--- config.mk ---
export PLATFORM = sky130hd
export DESIGN_NAME = lpf_fir_sequencer
export DESIGN_NICKNAME = d
export VERILOG_FILES = /design/src/rtl/lpf_pkg.sv /design/src/rtl/lpf_sample_ring.sv /design/src/rtl/lpf_fir_sequencer.sv
export SDC_FILE = /design/constraint.sdc
export NUM_CORES = 1
export LEC_CHECK = 0
export ABC_CLOCK_PERIOD_IN_PS = 6400
export BUFFER_PORTS_ARGS = -buffer_cell sky130_fd_sc_hd__buf_4
export CAP_MARGIN = 20
export CORE_MARGIN = 2
export CORE_UTILIZATION = 35
export DETAILED_ROUTE_END_ITERATION = 16
export PLACE_DENSITY = 0.6
export SYNTH_ARGS = -nofsm -noshare
export SYNTH_HDL_FRONTEND = slang
export SYNTH_HIERARCHICAL = 1
export SYNTH_SLANG_ARGS = --single-unit
--- constraint.sdc ---
create_clock -name clock -period 6.4 [get_ports clock]
set_input_delay 1.28 -clock clock [delete_from_list [all_inputs] [get_ports clock]]
set_output_delay 1.28 -clock clock [all_outputs]
set_load 0.01 [all_outputs]
--- src/rtl/lpf_pkg.sv ---
// ============================================================================
// Module : lpf_pkg
// Brief  : Shared widths, types and FSM states for the 31-tap low-pass FIR.
// Rev    : 1.0
// ============================================================================
`default_nettype none

package lpf_pkg;

    localparam int DATA_W  = 8;
    localparam int COEFF_W = 10;
    localparam int IDX_W   = 5;
    localparam int NTAPS   = 31;
    localparam int ACC_W   = DATA_W + COEFF_W + IDX_W;
    localparam int SHIFT   = 10;

    typedef logic signed [DATA_W-1:0]  sample_t;
    typedef logic signed [COEFF_W-1:0] coeff_t;
    typedef logic signed [ACC_W-1:0]   acc_t;

    typedef enum logic [1:0] {
        IDLE = 2'd0,
        MAC  = 2'd1,
        DONE = 2'd2
    } state_t;

endpackage

`default_nettype wire

--- src/rtl/lpf_sample_ring.sv ---
// ============================================================================
// Module : lpf_sample_ring
// Brief  : 32-entry sample register file, one write port, async read port.
// Rev    : 1.0
// ============================================================================
`default_nettype none

module lpf_sample_ring
    import lpf_pkg::*;
(
    input  logic             clock,
    input  logic             reset,
    input  logic             we,
    input  logic [IDX_W-1:0] waddr,
    input  sample_t          wdata,
    input  logic [IDX_W-1:0] raddr,
    output sample_t          rdata
);

    localparam int DEPTH = 1 << IDX_W;

    sample_t r_mem [0:DEPTH-1];

    always_ff @(posedge clock) begin
        if (reset) begin
            for (int i = 0; i < DEPTH; i++) begin
                r_mem[i] <= '0;
            end
        end else if (we) begin
            r_mem[waddr] <= wdata;
        end
    end

    assign rdata = r_mem[raddr];

endmodule

`default_nettype wire

--- src/rtl/lpf_fir_sequencer.sv ---
// ============================================================================
// Module : lpf_fir_sequencer
// Brief  : Buffers samples and runs one serial 31-tap MAC pass per strobe.
// Rev    : 1.0
// ============================================================================
`default_nettype none

module lpf_fir_sequencer
    import lpf_pkg::*;
(
    input  logic             clock,
    input  logic             reset,
    input  logic             ready,
    input  sample_t          x,
    output logic [IDX_W-1:0] coeff_index,
    input  coeff_t           coeff,
    output sample_t          y,
    output acc_t             y_full,
    output logic             y_valid,
    output logic             busy,
    output logic             overrun
);

    state_t                   r_state;
    logic [IDX_W-1:0]         r_wptr;
    logic [IDX_W-1:0]         r_rptr;
    logic [IDX_W-1:0]         r_tap;
    acc_t                     r_acc;
    sample_t                  r_y;
    acc_t                     r_y_full;
    logic                     r_y_valid;
    logic                     r_busy;
    logic                     r_overrun;

    logic                     w_we;
    sample_t                  w_sample;
    logic signed [DATA_W+COEFF_W-1:0] w_prod;
    acc_t                     w_acc_next;
    logic                     w_last;

    // Strobes are only accepted when idle; anything else is an overrun.
    assign w_we = (r_state == IDLE) && ready;

    lpf_sample_ring u_ring (
        .clock (clock),
        .reset (reset),
        .we    (w_we),
        .waddr (r_wptr),
        .wdata (x),
        .raddr (r_rptr),
        .rdata (w_sample)
    );

    assign w_prod     = w_sample * coeff;
    assign w_acc_next = r_acc + acc_t'(w_prod);
    assign w_last     = (r_tap == IDX_W'(NTAPS - 1));

    always_ff @(posedge clock) begin
        if (reset) begin
            r_state   <= IDLE;
            r_wptr    <= '0;
            r_rptr    <= '0;
            r_tap     <= '0;
            r_acc     <= '0;
            r_y       <= '0;
            r_y_full  <= '0;
            r_y_valid <= 1'b0;
            r_busy    <= 1'b0;
            r_overrun <= 1'b0;
        end else begin
            r_y_valid <= 1'b0;
            case (r_state)
                IDLE: begin
                    if (ready) begin
                        r_rptr  <= r_wptr;
                        r_tap   <= '0;
                        r_acc   <= '0;
                        r_busy  <= 1'b1;
                        r_state <= MAC;
                    end
                end
                MAC: begin
                    r_acc  <= w_acc_next;
                    r_rptr <= r_rptr - IDX_W'(1);
                    // Results are published on the way into DONE so the
                    // valid pulse and the data share the DONE cycle.
                    if (w_last) begin
                        r_y_full  <= w_acc_next;
                        r_y       <= w_acc_next[SHIFT+DATA_W-1:SHIFT];
                        r_y_valid <= 1'b1;
                        r_state   <= DONE;
                    end else begin
                        r_tap <= r_tap + IDX_W'(1);
                    end
                end
                DONE: begin
                    r_wptr  <= r_wptr + IDX_W'(1);
                    r_busy  <= 1'b0;
                    r_state <= IDLE;
                end
                default: r_state <= IDLE;
            endcase
            if (ready && (r_state != IDLE)) begin
                r_overrun <= 1'b1;
            end
        end
    end

    assign coeff_index = r_tap;
    assign y           = r_y;
    assign y_full      = r_y_full;
    assign y_valid     = r_y_valid;
    assign busy        = r_busy;
    assign overrun     = r_overrun;

endmodule

`default_nettype wire

==> results.cfg, run 1 <==
[sta]
finalCritPeriodShare_pct = 103.7
slew_violations = 0
rsz0062_at_grt = yes
finalCriticalPeriod_ns = 6.634
maxSlewHeadroom_pct = 39.11
worstMarginPinSlew_ns = 0.9099
clock_skew_ns = 0.01894
fmax_ghz = 0.1507
setup_viol = 22
setup_ws_ns = -0.2343
final-hold-violation-count = 0

[route]
drt_wl_total_um = 47330
drtIter0Drc = 953
first_pass_iters = 4
post_drt_wl_per_cell_um = 20.60
drt-vias-per-instance = 5.085
vias = 11680
ant_nets = 0
drcViolationCount = 0

[synth]
synth_area_mm2 = 0.01863
syn-num-nets = 1645
yosysWarnings = 6
async_reset_ff_share_pct = 0
synth_top_area_share_pct = 41.27
synthTopCellsByCount = and2_1 (291), edfxtp_1 (256), inv_1 (122)
yosysSeqAreaShare_pct = 48.36
synth.distinct_cells = 54
synth-xor-area-share_pct = 1.457
synthMuxAreaShare_pct = 10.27
syn_inst = 1462
avgSynthCellArea_um2 = 12.74
synth_edf_count = 256
synthTopCellsByArea = edfxtp_1 (41%), fa_1 (11%), and2_1 (9.8%)
synth_top_family_by_area = simple AND/OR/NAND/NOR gates
ys_seq_elements = 322
synth_compound_area_share_pct = 3.916
synth_top_area_cell = edfxtp_1
synthSimpleGateAreaFrac_pct = 16.27
synth.most_common_cell = and2_1
ys.flop_type = edfxtp_1
synth_adder_area_share_pct = 15.15

[critical_path]
worst-path-max-fanout = 5
slowest_stage = fa_2
path_buf_inv = 5
arrival_ns = 7.10
crit_top_cell = a21o_1
cp.required_ns = 6.87
critPathLaunchType = flip-flop
critPathKind = flip-flop to flip-flop
crit_chain = buf_12 -> buf_12 -> buf_16 -> mux4_2 -> mux4_2 -> mux2_4 -> buf_6 -> buf_4 -> and2_1 -> fa_2 -> fa_2 -> fa_1 -> fa_1 -> ha_1 -> ha_1 -> a21o_1 -> a21o_1 -> a21o_1 -> a21o_1 -> o31a_1 -> xnor2_2 -> a211oi_1
critPathCaptureType = flip-flop
cpLargestDelayFamily = adder cells
cpPeakStageDelay_ns = 0.57

[cts]
cts_tree = done
cts_sinks = 322
clock_path_buffers = 3
root_buffer = clkbuf_16
path_clk_slew_ns = 0.06
clk_latency_ns = 0.56
cts_buffers = 36
cts_htree_levels = 2

[global_routing]
antenna_found_initial = 2
grt_pass1_wl_um = 73490
grt_max_degree = 51
grt_overflow_total = 0
gr-usage-all-layers_pct = 17.34
grt_pass1_vias = 12220

[place]
routabilityCongestion = 0.8490
dp_hpwl_um = 32360
portBuffers = 59
placed_cell_area_mm2 = 0.02020
dp_cells = 2198

[die]
start_util_pct = 35.45
die_area_mm2 = 0.05509
ios = 60
core-area_mm2 = 0.05255
die_y_um = 234.7
num_rows = 84
dieWidth_um = 234.7

[final_layout]
final_cells = 2297
fin_area_mm2 = 0.02238
drive_above_1_share_pct = 27.18
syn2layout_area_growth_pct = 20.13
nets = 1766

[power_and_ir_drop]
powerDensity_mw_per_mm2 = 562.0
p_leak_nw = 8.894
vdd_drop_max_mv = 0.6319
total_power_mw = 12.58

[status]
violations = setup timing
status = complete, but fails checks

[hold_path]
hp-class = flip-flop to flip-flop

[flow_run]
max-cap-violations = 0
## flip-flops by register name, summed over array words and instances (netlist names), 2 cells and up
register      cells
r_acc            23
y_full           16
y                 7
u_ring/r_mem    256
r_state           2
r_wptr            5
coeff_index       5
r_rptr            5
## kinds of logic (layout without fill, tap and decap cells)
kind of cell	count (synthesis)	in the layout
AO/OA/AOI/OAI	107	107
XOR/XNOR	31	31
adder cells (fa/ha/maj)	162	162
buffers and inverters	205	350
flip-flops	322	322
multiplexers	90	90
other	0	1
AND/OR/NAND/NOR	545	546
## area by class of cell
class	count	area, µm²
Fill cell	4792	30170
Multi-Input combinational cell	936	9344
Sequential cell	322	9014
Timing Repair Buffer	165	1579
Clock buffer	50	1016
Tap cell	688	860.8
Inverter	122	457.9
Clock inverter	13	105.1
Antenna cell	1	2.502
## metrics by stage
stage,TNS (ns),hold WS [ns],utilization (%),setup WS (ns)
2_1_floorplan,0,0.4458,-,0.001993
3_3_place_gp,-3.223,0.4471,38.43,-0.2980
3_5_place_dp,-4.580,0.4524,38.43,-0.3422
4_1_cts,-1.924,0.4621,42.01,-0.1667
5_1_grt,-6.068,0.4689,42.58,-0.3762
6_report,-2.593,0.4571,42.59,-0.2343
## where the power goes
group	internal, mW	switching, mW
Combinational	4.15	4.06
Clock	1.12	0.858
Sequential	2.35	0.0476
Total	7.61	4.96
## path summary, 6_finish.rpt
path	endpoint	start	cells past startpoint	slack (ns)
max	y_full[21]	r_rptr[1]	22	-0.23
min	y_full[8]	y_full[8]	2	0.46
max reg2reg	y_full[21]	r_rptr[1]	22	-0.23
min reg2reg	y_full[8]	y_full[8]	2	0.46
## timing repair
| action | in CTS | in global routing |
|---|---|---|
| resized for setup | 85 | 48 |
| endpoints found under the setup margin | 23 | 29 |
| gates cloned | 6 | 0 |
| hold buffers | 0 | 0 |
| pin swaps | 45 | 56 |
| setup buffers | 19 | 10 |
## worst reg2reg max path: cells and delay by family (launching register included)
family | cells | cell delay, ns
muxes | 3 | 1.38
xor gates and xnor gates | 1 | 0.17
adders and majority gates | 6 | 2.48
buffers and inverters | 5 | 0.66
AOI/OAI and AO/OA | 6 | 1.32
and+or+nand+nor | 1 | 0.18
DFF | 1 | 0.38
## cells in the final DEF (no fill, tap or decap), types with 8 or more instances in the layout
cell       count
a21o_1        16
nor2b_1        9
buf_4        130
mux4_2        80
clkbuf_1      10
edfxtp_1     256
or2_2         34
inv_1        112
fa_1          97
ha_1          38
inv_2         10
ha_4          17
dfxtp_1       64
buf_6         12
xnor2_1       12
a22oi_1        9
mux2_4         8
fa_2           9
buf_12        14
a21oi_1       22
and2_1       287
nor2_1        79
xnor2_2       10
nand2_1       75
clkbuf_16     38
a21oi_2       10
## per-layer routing
layer  GRT usage, %  routed length [µm]  vias to the layer above
li1               -                   -                     5252
met1          23.65               21000                     6042
met2          27.99               22290                      305
met3          3.325                2687                       80
met4          5.466                1332                        2
met5              0                  19                        -
No activity file was read; power rests on OpenSTA's default activity.
==> run 2: changes to the inputs <==
--- a/config.mk
+++ b/config.mk
@@ -8,6 +8,7 @@
 export ABC_CLOCK_PERIOD_IN_PS = 6400
 export BUFFER_PORTS_ARGS = -buffer_cell sky130_fd_sc_hd__buf_4
 export CAP_MARGIN = 20
+export CORE_ASPECT_RATIO = 1.2
 export CORE_MARGIN = 2
 export CORE_UTILIZATION = 35
 export DETAILED_ROUTE_END_ITERATION = 16
==> run 2 against run 1 <==
Net effect:
- the run still ends with setup timing left
- critical path depth is the same
- clock skew grew 0.010 ns
- sequential power is essentially flat
- critical endpoint is now y_full[22]
- largest power group unchanged
- register-to-register slack gained 0.05 ns
- die area is essentially flat
==> results.cfg, run 2 (synthesized netlist as in run 1, its figures left out) <==
[cts]
clock_path_buffers = 3
cts_buffers = 38
root_buffer = clkbuf_16
clk_latency_ns = 0.58
cts_tree = done
path_clk_slew_ns = 0.06
cts_htree_levels = 2
cts_sinks = 322

[route]
ant_nets = 0
post_drt_wl_per_cell_um = 20.37
top_layer = met4
drt_wl_total_um = 47350
vias = 11670
wl_met2_um = 24440
first_pass_iters = 5
drt-met1-wl_um = 19160
drcViolationCount = 0
drtIter0Drc = 867
drt-vias-per-instance = 5.021
wl_met3_um = 2068

[critical_path]
critPathLaunchType = flip-flop
cp.required_ns = 6.81
critPathCaptureType = flip-flop
critPathKind = flip-flop to flip-flop
r2r_slack_ns = -0.19
worst-path-max-fanout = 7
arrival_ns = 7.00

[die]
num_rows = 92
dieWidth_um = 214.6
ios = 60
start_util_pct = 35.41
core-area_mm2 = 0.05261
die_y_um = 256.7
die_area_mm2 = 0.05509

[sta]
slew_violations = 0
setup-tns-final_ns = -1.770
rsz0062_at_grt = yes
finalCriticalPeriod_ns = 6.589
worstMarginPinSlew_ns = 0.9637
maxSlewHeadroom_pct = 35.51
clock_skew_ns = 0.02916
setup_viol = 16
finalCritPeriodShare_pct = 102.9
fmax_ghz = 0.1518
setup_ws_ns = -0.1888
final-hold-violation-count = 0

[global_routing]
grt_pass1_vias = 12590
antenna_found_initial = 0
grt_pass1_wl_um = 74340
grt_max_degree = 63
grt_overflow_total = 0
gr-usage-all-layers_pct = 17.64

[hold_path]
hp-class = flip-flop to flip-flop

[final_layout]
diodes = 0
fill_cells = 4723
nets = 1775
drive_above_1_share_pct = 28.52
regMostFlops = u_ring/r_mem
mostFrequentLayoutCell = and2_1
syn2layout_area_growth_pct = 21.41
layout_common_cells = and2_1 (278), edfxtp_1 (256), buf_4 (140)
largest_reg_flops = 256

[status]
violations = setup timing
status = complete, but fails checks

[place]
dp_slack_ns = -0.3569
portBuffers = 59
dp_hpwl_um = 32640
routabilityCongestion = 0.8285

[power_and_ir_drop]
total_power_mw = 12.36
powerDensity_mw_per_mm2 = 546.6
p_leak_nw = 8.980
vdd_drop_max_mv = 0.5525

[flow_run]
max-cap-violations = 0
## run 2: cell count changes in the layout (fill, tap and decap cells not counted), moves of 4 or more
cell | before | now
and2_1 | 287 | 278
nand2_1 | 75 | 71
and2_4 | 5 | 14
buf_4 | 130 | 140
bufinv_16 | 0 | 4
ha_4 | 17 | 21
fa_1 | 97 | 91
fa_2 | 9 | 15
ha_1 | 38 | 33
## run 2: where the power goes
part / internal, mW / switching (mW) / total, mW
Clock: 1.28 / 0.902 / 2.18
Combinational: 4.00 / 3.78 / 7.78
Sequential: 2.35 / 0.0507 / 2.40
## run 2: through the flow
| step | area [µm²] | utilization (%) | hold WS [ns] | instances |
|---|---|---|---|---|
| after global placement | 20320 | 38.63 | 0.4435 | 2227 |
| final | 22620 | 42.99 | 0.4598 | 2325 |
| after detailed placement | 20320 | 38.63 | 0.4556 | 2227 |
| after CTS | 22450 | 42.67 | 0.4635 | 2323 |
| after global routing | 22620 | 42.99 | 0.4829 | 2325 |
| after floorplan | 18690 | - | 0.4458 | 1462 |
## run 2: path summary, 6_finish.rpt
kind / start / end / depth (start not counted)
setup / recovery: r_rptr[1] / y_full[22] / 22
hold / removal: overrun / overrun / 2
setup reg to reg: r_rptr[1] / y_full[22] / 22
hold reg to reg: overrun / overrun / 2
## run 2: critical path, stage by stage (launching register included)
cell and delay (ns):
dfxtp_4 0.44, buf_12 0.13, buf_12 0.11, buf_16 0.14
mux4_2 0.49, mux4_2 0.47, mux2_4 0.31, buf_12 0.14
nand2_4 0.05, fa_1 0.45, fa_1 0.59, inv_1 0.06
fa_1 0.45, fa_1 0.52, fa_2 0.47, ha_4 0.18
a21o_1 0.19, a21oi_4 0.23, a21oi_4 0.09, or3_4 0.42
o31ai_4 0.25, xnor2_2 0.16, a211oi_2 0.08
## run 2: repair_timing
item	in CTS	in global routing
buffers inserted	21	5
pin swaps	65	32
hold buffers	0	0
cloned	8	0
gates resized for setup	107	37
endpoints found under the setup margin	24	27
## run 2: final cells by class
class,count,area [µm²],area share (%)
clock buffers,49,1002,4.431
clock inverters,19,227.7,1.007
inverters,122,457.9,2.025
multi-input cells,937,9418,41.64
flip-flops and latches,322,9014,39.85
well taps,705,882.1,3.900
repair buffers,171,1615,7.142
## run 2: routing by layer
layer	global-route usage [%]	vias to the layer above
met4	6.250	0
met1	21.26	5990
met5	0	-
met3	2.705	100
met2	31.94	312
li1	-	5271
